--- src/rtl/regfile_pkg.sv ---
// Shared types and constants for the integer register file and its scoreboard.
// Also holds the read-port mux used by both read ports.
package regfile_pkg;

  localparam int XLEN    = 32;
  localparam int REG_NUM = 32;
  localparam int AW      = 5;

  typedef logic [XLEN-1:0] reg_bus_t;
  typedef logic [AW-1:0]   reg_addr_t;

  localparam reg_addr_t ZeroReg     = 5'd0;
  localparam reg_bus_t  ZeroWord    = 32'h0;
  localparam logic      WriteEnable = 1'b1;
  localparam logic      ReadEnable  = 1'b1;

  // Disabled, x0 or in-reset reads return zero; a completing write bypasses the array.
  function automatic reg_bus_t read_sel(input logic      rst,
                                        input logic      re,
                                        input reg_addr_t addr,
                                        input logic      wr_en,
                                        input reg_addr_t wr_addr,
                                        input reg_bus_t  wr_data,
                                        input reg_bus_t  entry);
    reg_bus_t res;
    res = ZeroWord;
    if (!rst && re == ReadEnable && addr != ZeroReg) begin
      if (wr_en && wr_addr == addr) res = wr_data;
      else                          res = entry;
    end
    return res;
  endfunction

endpackage

--- src/rtl/regfile_if.sv ---
// Write-back, decode-read and issue/scoreboard signals of the register file.
// Suffixes are seen from the register file (slave) side.
interface regfile_if;
  import regfile_pkg::*;

  logic      regs_wen_i;
  reg_addr_t rd_addr_i;
  reg_bus_t  rd_data_i;
  logic      rs1_re_i;
  reg_addr_t rs1_addr_i;
  logic      rs2_re_i;
  reg_addr_t rs2_addr_i;
  reg_bus_t  rs1_data_o;
  reg_bus_t  rs2_data_o;
  logic      issue_wen_i;
  reg_addr_t issue_rd_i;
  logic      flush_i;
  logic      rs1_busy_o;
  logic      rs2_busy_o;

  modport master (
    output regs_wen_i, rd_addr_i, rd_data_i,
    output rs1_re_i, rs1_addr_i, rs2_re_i, rs2_addr_i,
    output issue_wen_i, issue_rd_i, flush_i,
    input  rs1_data_o, rs2_data_o, rs1_busy_o, rs2_busy_o
  );

  modport slave (
    input  regs_wen_i, rd_addr_i, rd_data_i,
    input  rs1_re_i, rs1_addr_i, rs2_re_i, rs2_addr_i,
    input  issue_wen_i, issue_rd_i, flush_i,
    output rs1_data_o, rs2_data_o, rs1_busy_o, rs2_busy_o
  );

endinterface

--- src/rtl/regfile_sb.sv ---
// Pending-write scoreboard: one bit per register, set on issue, cleared on write-back.
// Busy is masked when the producer completes this cycle, since the bypass supplies the data.
module regfile_sb
  import regfile_pkg::*;
(
  input  logic      clk,
  input  logic      rstn,
  input  logic      wr_en_i,
  input  reg_addr_t wr_addr_i,
  input  logic      issue_wen_i,
  input  reg_addr_t issue_rd_i,
  input  logic      flush_i,
  input  logic      rs1_re_i,
  input  reg_addr_t rs1_addr_i,
  input  logic      rs2_re_i,
  input  reg_addr_t rs2_addr_i,
  output logic      rs1_busy_o,
  output logic      rs2_busy_o
);

  logic [REG_NUM-1:0] pending_q;
  logic [REG_NUM-1:0] pending_d;

  // Clear before set so a newer producer on the same register stays outstanding.
  always_comb begin
    pending_d = pending_q;
    if (flush_i) begin
      pending_d = '0;
    end else begin
      if (wr_en_i)                                pending_d[wr_addr_i]  = 1'b0;
      if (issue_wen_i && issue_rd_i != ZeroReg)   pending_d[issue_rd_i] = 1'b1;
    end
    pending_d[0] = 1'b0;
  end

  always_ff @(posedge clk) begin
    if (rstn) pending_q <= '0;
    else      pending_q <= pending_d;
  end

  assign rs1_busy_o = !rstn && (rs1_re_i == ReadEnable) && pending_q[rs1_addr_i] &&
                      !(wr_en_i && wr_addr_i == rs1_addr_i);
  assign rs2_busy_o = !rstn && (rs2_re_i == ReadEnable) && pending_q[rs2_addr_i] &&
                      !(wr_en_i && wr_addr_i == rs2_addr_i);

endmodule

--- src/rtl/regfile.sv ---
// Integer register file x0..x31 with two combinational read ports, write bypass
// and a RAW-hazard scoreboard. rstn is an active-high synchronous reset.
module regfile
  import regfile_pkg::*;
(
  input logic     clk,
  input logic     rstn,
  regfile_if.slave rf
);

  reg_bus_t regs_q [REG_NUM];
  reg_bus_t regs_d [REG_NUM];
  logic     wr_en;

  assign wr_en = (rf.regs_wen_i == WriteEnable) && (rf.rd_addr_i != ZeroReg);

  // Entry 0 is held at zero and trims away in synthesis.
  always_comb begin
    regs_d = regs_q;
    if (wr_en) regs_d[rf.rd_addr_i] = rf.rd_data_i;
    regs_d[0] = ZeroWord;
  end

  always_ff @(posedge clk) begin
    if (rstn) begin
      for (int i = 0; i < REG_NUM; i++) regs_q[i] <= ZeroWord;
    end else begin
      regs_q <= regs_d;
    end
  end

  assign rf.rs1_data_o = read_sel(rstn, rf.rs1_re_i, rf.rs1_addr_i, wr_en,
                                  rf.rd_addr_i, rf.rd_data_i, regs_q[rf.rs1_addr_i]);
  assign rf.rs2_data_o = read_sel(rstn, rf.rs2_re_i, rf.rs2_addr_i, wr_en,
                                  rf.rd_addr_i, rf.rd_data_i, regs_q[rf.rs2_addr_i]);

  regfile_sb u_sb (
    .clk         (clk),
    .rstn        (rstn),
    .wr_en_i     (wr_en),
    .wr_addr_i   (rf.rd_addr_i),
    .issue_wen_i (rf.issue_wen_i),
    .issue_rd_i  (rf.issue_rd_i),
    .flush_i     (rf.flush_i),
    .rs1_re_i    (rf.rs1_re_i),
    .rs1_addr_i  (rf.rs1_addr_i),
    .rs2_re_i    (rf.rs2_re_i),
    .rs2_addr_i  (rf.rs2_addr_i),
    .rs1_busy_o  (rf.rs1_busy_o),
    .rs2_busy_o  (rf.rs2_busy_o)
  );

endmodule

--- src/flat_wrapper.sv ---
// flat-port wrapper written by rule: the top's interface ports become plain ports
module regfile_flat import regfile_pkg::*;
  (clk, rstn, rf_regs_wen_i, rf_rd_addr_i, rf_rd_data_i, rf_rs1_re_i, rf_rs1_addr_i, rf_rs2_re_i, rf_rs2_addr_i, rf_issue_wen_i, rf_issue_rd_i, rf_flush_i, rf_rs1_data_o, rf_rs2_data_o, rf_rs1_busy_o, rf_rs2_busy_o);
  regfile_if rf_i ();
  input logic clk;
  input logic rstn;
  input wire logic [$bits(rf_i.regs_wen_i)-1:0] rf_regs_wen_i;
  input wire logic [$bits(rf_i.rd_addr_i)-1:0] rf_rd_addr_i;
  input wire logic [$bits(rf_i.rd_data_i)-1:0] rf_rd_data_i;
  input wire logic [$bits(rf_i.rs1_re_i)-1:0] rf_rs1_re_i;
  input wire logic [$bits(rf_i.rs1_addr_i)-1:0] rf_rs1_addr_i;
  input wire logic [$bits(rf_i.rs2_re_i)-1:0] rf_rs2_re_i;
  input wire logic [$bits(rf_i.rs2_addr_i)-1:0] rf_rs2_addr_i;
  input wire logic [$bits(rf_i.issue_wen_i)-1:0] rf_issue_wen_i;
  input wire logic [$bits(rf_i.issue_rd_i)-1:0] rf_issue_rd_i;
  input wire logic [$bits(rf_i.flush_i)-1:0] rf_flush_i;
  output wire logic [$bits(rf_i.rs1_data_o)-1:0] rf_rs1_data_o;
  output wire logic [$bits(rf_i.rs2_data_o)-1:0] rf_rs2_data_o;
  output wire logic [$bits(rf_i.rs1_busy_o)-1:0] rf_rs1_busy_o;
  output wire logic [$bits(rf_i.rs2_busy_o)-1:0] rf_rs2_busy_o;
  assign rf_i.regs_wen_i = rf_regs_wen_i;
  assign rf_i.rd_addr_i = rf_rd_addr_i;
  assign rf_i.rd_data_i = rf_rd_data_i;
  assign rf_i.rs1_re_i = rf_rs1_re_i;
  assign rf_i.rs1_addr_i = rf_rs1_addr_i;
  assign rf_i.rs2_re_i = rf_rs2_re_i;
  assign rf_i.rs2_addr_i = rf_rs2_addr_i;
  assign rf_i.issue_wen_i = rf_issue_wen_i;
  assign rf_i.issue_rd_i = rf_issue_rd_i;
  assign rf_i.flush_i = rf_flush_i;
  assign rf_rs1_data_o = rf_i.rs1_data_o;
  assign rf_rs2_data_o = rf_i.rs2_data_o;
  assign rf_rs1_busy_o = rf_i.rs1_busy_o;
  assign rf_rs2_busy_o = rf_i.rs2_busy_o;
  regfile u_core (.clk(clk), .rstn(rstn), .rf(rf_i));
endmodule
--- config.mk ---
export PLATFORM = sky130hd
export DESIGN_NAME = regfile_flat
export DESIGN_NICKNAME = d
export VERILOG_FILES = /design/src/rtl/regfile_pkg.sv /design/src/rtl/regfile_if.sv /design/src/rtl/regfile_sb.sv /design/src/rtl/regfile.sv /design/src/flat_wrapper.sv
export SDC_FILE = /design/constraint.sdc
export NUM_CORES = 2
export LEC_CHECK = 0
export BUFFER_PORTS_ARGS = -buffer_cell sky130_fd_sc_hd__clkbuf_2
export CORE_ASPECT_RATIO = 1.4
export CORE_MARGIN = 4
export CORE_UTILIZATION = 50
export DETAILED_ROUTE_END_ITERATION = 8
export PLACE_DENSITY = 0.66
export SYNTH_ARGS = -nofsm -noshare
export SYNTH_HDL_FRONTEND = slang
export SYNTH_SLANG_ARGS = --single-unit
--- constraint.sdc ---
create_clock -name clk -period 3 [get_ports clk]
set_clock_uncertainty 0.05 [all_clocks]
set_input_delay 0.15 -clock clk [delete_from_list [all_inputs] [get_ports clk]]
set_output_delay 0.15 -clock clk [all_outputs]
set_load 0.01 [all_outputs]
### Word level (Yosys, flattened, before mapping)

Index checks and enable logic that the tools add are counted.

| storage, ports and cells | value |
|---|---|
| bits in registers | 1,024 |

| cells by class | value |
|---|---|
| eq/ne operators | 2 |
| magnitude comparators | 10 |
| reduce and logical (&&, ||, !) cells | 23 |
| bitwise operators | 6 |
| muxes and demuxes | 24 |

Operators by type and width:

| kind | number |
|---|---|
| $bwmux 1024 | 1 |
| $mux 32 | 12 |
| $bmux 32 s5 | 2 |
| $demux 32 s5 | 1 |
| $and 32x32->32 | 1 |
| $not 32->32 | 1 |
| $or 32x32->32 | 1 |
| $lt 5x6->1 const B | 4 |
| $reduce_bool 5->1 | 4 |
| $ge 6x6->1 const B | 3 |
| $not 5->6 | 3 |
| $logic_and 1x1->1 | 15 |
| $bmux 1 s5 | 2 |
| $demux 1 s5 | 2 |
| $eq 5x5->1 | 2 |
| $ge 5x1->1 const B | 2 |
| $lt 6x1->1 const B | 1 |
| $mux 1 | 4 |
| $logic_not 1->1 | 3 |
| $reduce_or 2->1 | 1 |

### Depth between registers and ports, before layout

| depth | value |
|---|---|
| depth after elaboration | 10 |
| gate-level depth with buffers | 10 |

### Cells and area by module

Synthesis repeated with hierarchy kept, for this count alone.

| second synthesis, totals | value |
|---|---|
| cell total of the unflattened synthesis | 6,489 |
| area total of the unflattened synthesis | 54,476.0 µm² |

Modules (own cells, without submodules):

| module | cells an instance | instances | area an instance (µm²) |
|---|---|---|---|
| regfile | 6,251 | 1 | 52,459.1 |
| regfile_sb | 238 | 1 | 2,016.9 |

### Worst setup path after synthesis

No wires, ideal clock.

| path | value |
|---|---|
| path type | input to output |
| start point | in rf_rs1_addr_i[0] |
| end point | out rf_rs1_data_o[22] |
| arrival | 2,002 ps |
| stages | 7 |
| data required time | 2,800 ps |
| buffers on the path | 3 |
| slack | 798 ps |
| path through | buf_4 > buf_2 > buf_2 > mux4_2 > a22oi_1 > nand3_1 > a32o_1 |

| on the way | value |
|---|---|
| word-level cells in the longest chain between the ends | 6 |
| elaborated cells between the ends (all ways) | 10 |
| those cells by class | eq/ne (1); mux (5); bitwise (1); reduce/logical (3) |

RTL lines:

| item | line | source |
|---|---|---|
| from (decl) | flat_wrapper.sv:11 | `input wire logic [$bits(rf_i.rs1_addr_i)-1:0] rf_rs1_addr_i;` |
| $not 5->6 (not written as such) | regfile.sv:33 | `rf.rd_addr_i, rf.rd_data_i, regs_q[rf.rs1_addr_i]);` |
| $bmux 32 s5 | regfile.sv:33 |  |
| $mux 32 (not written as such) (2 in a row) | regfile.sv:33 |  |
| $mux 32 | regfile_pkg.sv:28 | `if (wr_en && wr_addr == addr) res = wr_data;` |
| $mux 32 * | regfile_pkg.sv:27 | `if (!rst && re == ReadEnable && addr != ZeroReg) begin` |
| to (decl) | flat_wrapper.sv:17 | `output wire logic [$bits(rf_i.rs1_data_o)-1:0] rf_rs1_data_o;` |

Every way passes the cells marked *; elsewhere a longest branch is shown, timed or not. The select of a mux whose other input is x is not followed.

### Worst setup path after layout

| path | value |
|---|---|
| start point | in rf_rd_addr_i[2] |
| end point | out rf_rs1_data_o[17] |

| on the way | value |
|---|---|
| word-level cells in the longest chain between the ends | 5 |
| elaborated cells between the ends (all ways) | 6 |
| those cells by class | eq/ne (1); mux (2); reduce/logical (3) |

RTL lines:

| item | line | source |
|---|---|---|
| from (decl) | flat_wrapper.sv:8 | `input wire logic [$bits(rf_i.rd_addr_i)-1:0] rf_rd_addr_i;` |
| $reduce_bool 5->1 | regfile.sv:15 | `assign wr_en = (rf.regs_wen_i == WriteEnable) && (rf.rd_addr_i != ZeroReg);` |
| $logic_and 1x1->1 | regfile.sv:15 |  |
| $logic_and 1x1->1 * | regfile_pkg.sv:28 |  |
| $mux 32 * | regfile_pkg.sv:28 |  |
| $mux 32 * | regfile_pkg.sv:27 |  |

Every way passes the cells marked *; elsewhere a longest branch is shown, timed or not.

==> key figures <==
Global routing
  • GR Overflow Total: 0
  • Largest net degree at the start of global routing: between 150 and 200
  • First-pass GRT wire length: 323000 um
  • Vias in the first global route: 47690
  • Gr usage total: 39.6%
  • Initial antenna violation count: 11

Clocking
  • Reg clk slew, reported paths: around 60 ps
  • CTS H-tree lvls: 3
  • Worst-skew pair later-pin latency: 700 ps
  • Total CTS buffers: 99
  • CTS tree: built
  • CTS max path bufs: 3
  • Clk sinks: 1023
  • CTS root buf: clkbuf_16

STA
  • Final period util: 102%
  • Pins Over Slew Limit: 0
  • Final setup vio count: 3
  • Tmin final: 3060 ps
  • Unrepaired setup endpoints after global routing: false
  • Min Hold Slack: -9.29 ps
  • Worst Max-Slew Pin Slew: about 1200 ps
  • Rel. slew slack: 18.4%
  • FMAX: 327 MHz
  • Final WS setup: -60.7 ps
  • Final hold vios: 1
  • Setup tns final: -80.5 ps

Setup path
  • CP Max Fanout: 29
  • Worst endpoint required time: 2800 ps
  • Setup crit end kind: output pin
  • Worst r2r dst: u_core.u_sb.pending_q[17]$_SDFF_PP0_
  • Flop2flop setup slack: 1700 ps
  • Crit start category: primary input
  • Critical path class: primary input to output pin
  • Worst r2r src: u_core.u_sb.pending_q[17]$_SDFF_PP0_
  • R2r worst-path depth: 3
  • Worst setup path start: rf_rd_addr_i[2]
  • WP data arrival: between 2000 and 3000 ps

Floorplan
  • Rows: 140
  • Boundary Pins: 125
  • Die Span X: between 200 and 300 um
  • Die H: 392 um
  • Die ar.: 0.111 sq mm
  • Core box area: 0.104 sq mm
  • Starting Density: roughly half

Synth
  • Synth Area in Compound Gates: between 10% and 20%
  • Synthesized flop and latch total: 1023
  • Adder-cell share of the synthesized area: 0%
  • Netlist cell types: 60
  • Synth Area in Simple Gates: 17.6%
  • Synth Instances: between 6000 and 7000
  • Main synth FF type: dfxtp_1
  • Main combinational cell family by area after synthesis: multiplexers
  • Syn_nets: around 6000
  • Post-synth ARST share: 0%
  • Seq/Total Area, Yosys: 38.9%
  • Mapped cell area: roughly 0.053 sq mm
  • Yosys warnings: 0
  • Synth Area in XOR/XNOR: 0.166%
  • Multiplexer area fraction after synthesis: 22.9%
  • Syn Area/Cell: 8.71 sq um
  • Number of flops mapped to enable cells by yosys: 0

Detailed routing
  • DRT antenna net count: 0
  • Pre-antenna DRT Iters: 7
  • Vias per cell: a little under 7
  • Final WL: 225000 um
  • Post-route DRC: 0
  • DR iter-0 viols: approximately 8300
  • Wire per inst: between 30 and 40 um
  • Via Count: 50604

Flow run
  • Max Cap Viol: 0

Placed design
  • DP Area: roughly 0.056 sq mm
  • Global placer's final weighted congestion: 0.968
  • IO Port Bufs: 124
  • Pre-CTS WS: 91.9 ps
  • DP HPWL: 140000 um

Finish
  • Area delta synth->final: 13.5%
  • Layout cells sized above 1: roughly a fifth
  • Most common cell after layout, fill and taps aside: nand2_1
  • Most frequent cells in the layout: 2066 x nand2_1, 1023 x dfxtp_1, 1009 x a21oi_1
  • # fillers: roughly 9100
  • # nets final: 6016
  • Post-layout util: between 50 and 60%
  • Final instance area: 0.0598 sq mm

Pwr
  • Pleak: 19.9 nW
  • Worst VDD drop: ~0.35 mV
  • Pwr per Cell Area: 515 mW/mm^2

Worst hold path
  • Cells on Worst Hold Path: 3
  • Hold endpoint: u_core.regs_q[448]$_SDFFE_PP0P_
  • HP Start: rstn
  • HP Class: primary input to register

Run status
  • Failing checks: negative hold slack, negative setup slack
  • Status: finished with violations
## registers in the layout (all words and copies together), names as in the netlist
signal / count
u_core.regs_q: 992
u_core.u_sb.pending_q: 31
## area by class of cell
type,instances,area (sq um),share of cell area (%)
timing repair buffer,460,4240,7.10
tap,1349,1690,2.82
clock buffer,138,2910,4.86
multi-input combinational,4367,29700,49.8
antenna,8,20.0,0.0335
sequential,1023,20500,34.3
clock inverter,44,666,1.11
inverter,6,22.5,0.0377
## critical path: stages
cell      delay (ps)
clkbuf_2         150
nor3_2           600
a2111o_1         300
o21ba_2          170
buf_12           250
nor3b_1          590
a32o_1           430
clkbuf_2         190
## routing by layer
metal / part of all wire (%) / routed length, um / global-route usage (%) / up-vias
li1: - / - / - / 21041
met2: 43 / 97000 / 58.8 / 4206
met4: 8.8 / 19900 / 29.6 / 8
met1: 34 / 76400 / 49.5 / 24290
met5: 0.029 / 66 / 0 / -
met3: 14 / 31700 / 10.5 / 1059
## cell usage after synthesis, drive strengths merged, types with 8 or more instances
| cell type | count | area share, % |
|---|---|---|
| nor2 | 128 | 0.91 |
| buf | 189 | 2.1 |
| o31ai | 9 | 0.14 |
| clkbuf | 464 | 3.3 |
| dfxtp | 1023 | 39 |
| mux2 | 83 | 1.8 |
| a2111oi | 8 | 0.14 |
| a221o | 35 | 0.67 |
| a221oi | 74 | 1.2 |
| nand2 | 2097 | 15 |
| nor2b | 24 | 0.29 |
| o22ai | 26 | 0.31 |
| a22oi | 65 | 0.93 |
| or2 | 8 | 0.095 |
| mux2i | 101 | 1.9 |
| and2 | 13 | 0.15 |
| and3 | 9 | 0.11 |
| a32oi | 20 | 0.33 |
| nor3 | 23 | 0.23 |
| a32o | 41 | 0.78 |
| a21oi | 1010 | 9.6 |
| mux4 | 450 | 19 |
| nand3 | 45 | 0.43 |
| nor3b | 9 | 0.13 |
## through the flow
stage,instances,power (mW)
after CTS,7387,30.6
after global routing,7391,31.3
final,7395,30.7
after global placement,7186,16.9
after detailed placement,7186,16.9
after floorplan,6049,15.7
## power breakdown
part           switching [mW]  leakage, nW  internal [mW]
combinational            2.06         9.93          0.963
clock                    5.82         1.75           8.15
sequential             0.0753         8.25           13.7
total                    7.96         19.9           22.8
## timing repair
item	in CTS	in global routing
setup buffers	0	0
gates resized for setup	3	6
endpoints found under the hold margin	190	0
hold buffers	19	0
pin swaps	0	1
setup endpoints to repair	2	6
## logic make-up after synthesis
| family | after synthesis |
|---|---|
| AOI/OAI and AO/OA | 1342 |
| xor gates and xnor gates | 10 |
| DFF | 1023 |
| buffers and inverters | 659 |
| muxes | 634 |
| and+or+nand+nor | 2381 |
## how the worst max path moves through the flow
stage                                   end  slack, ps  cells after the start
final                     rf_rs1_data_o[17]        -60                      8
after global routing       rf_rs2_data_o[0]          1                      5
after CTS                  rf_rs2_data_o[0]          3                      5
after detailed placement   rf_rs1_data_o[1]         90                      9
after global placement     rf_rs1_data_o[1]         60                      9
after floorplan           rf_rs1_data_o[22]        800                      7
Note: power is estimated with default switching activity, not from simulation.
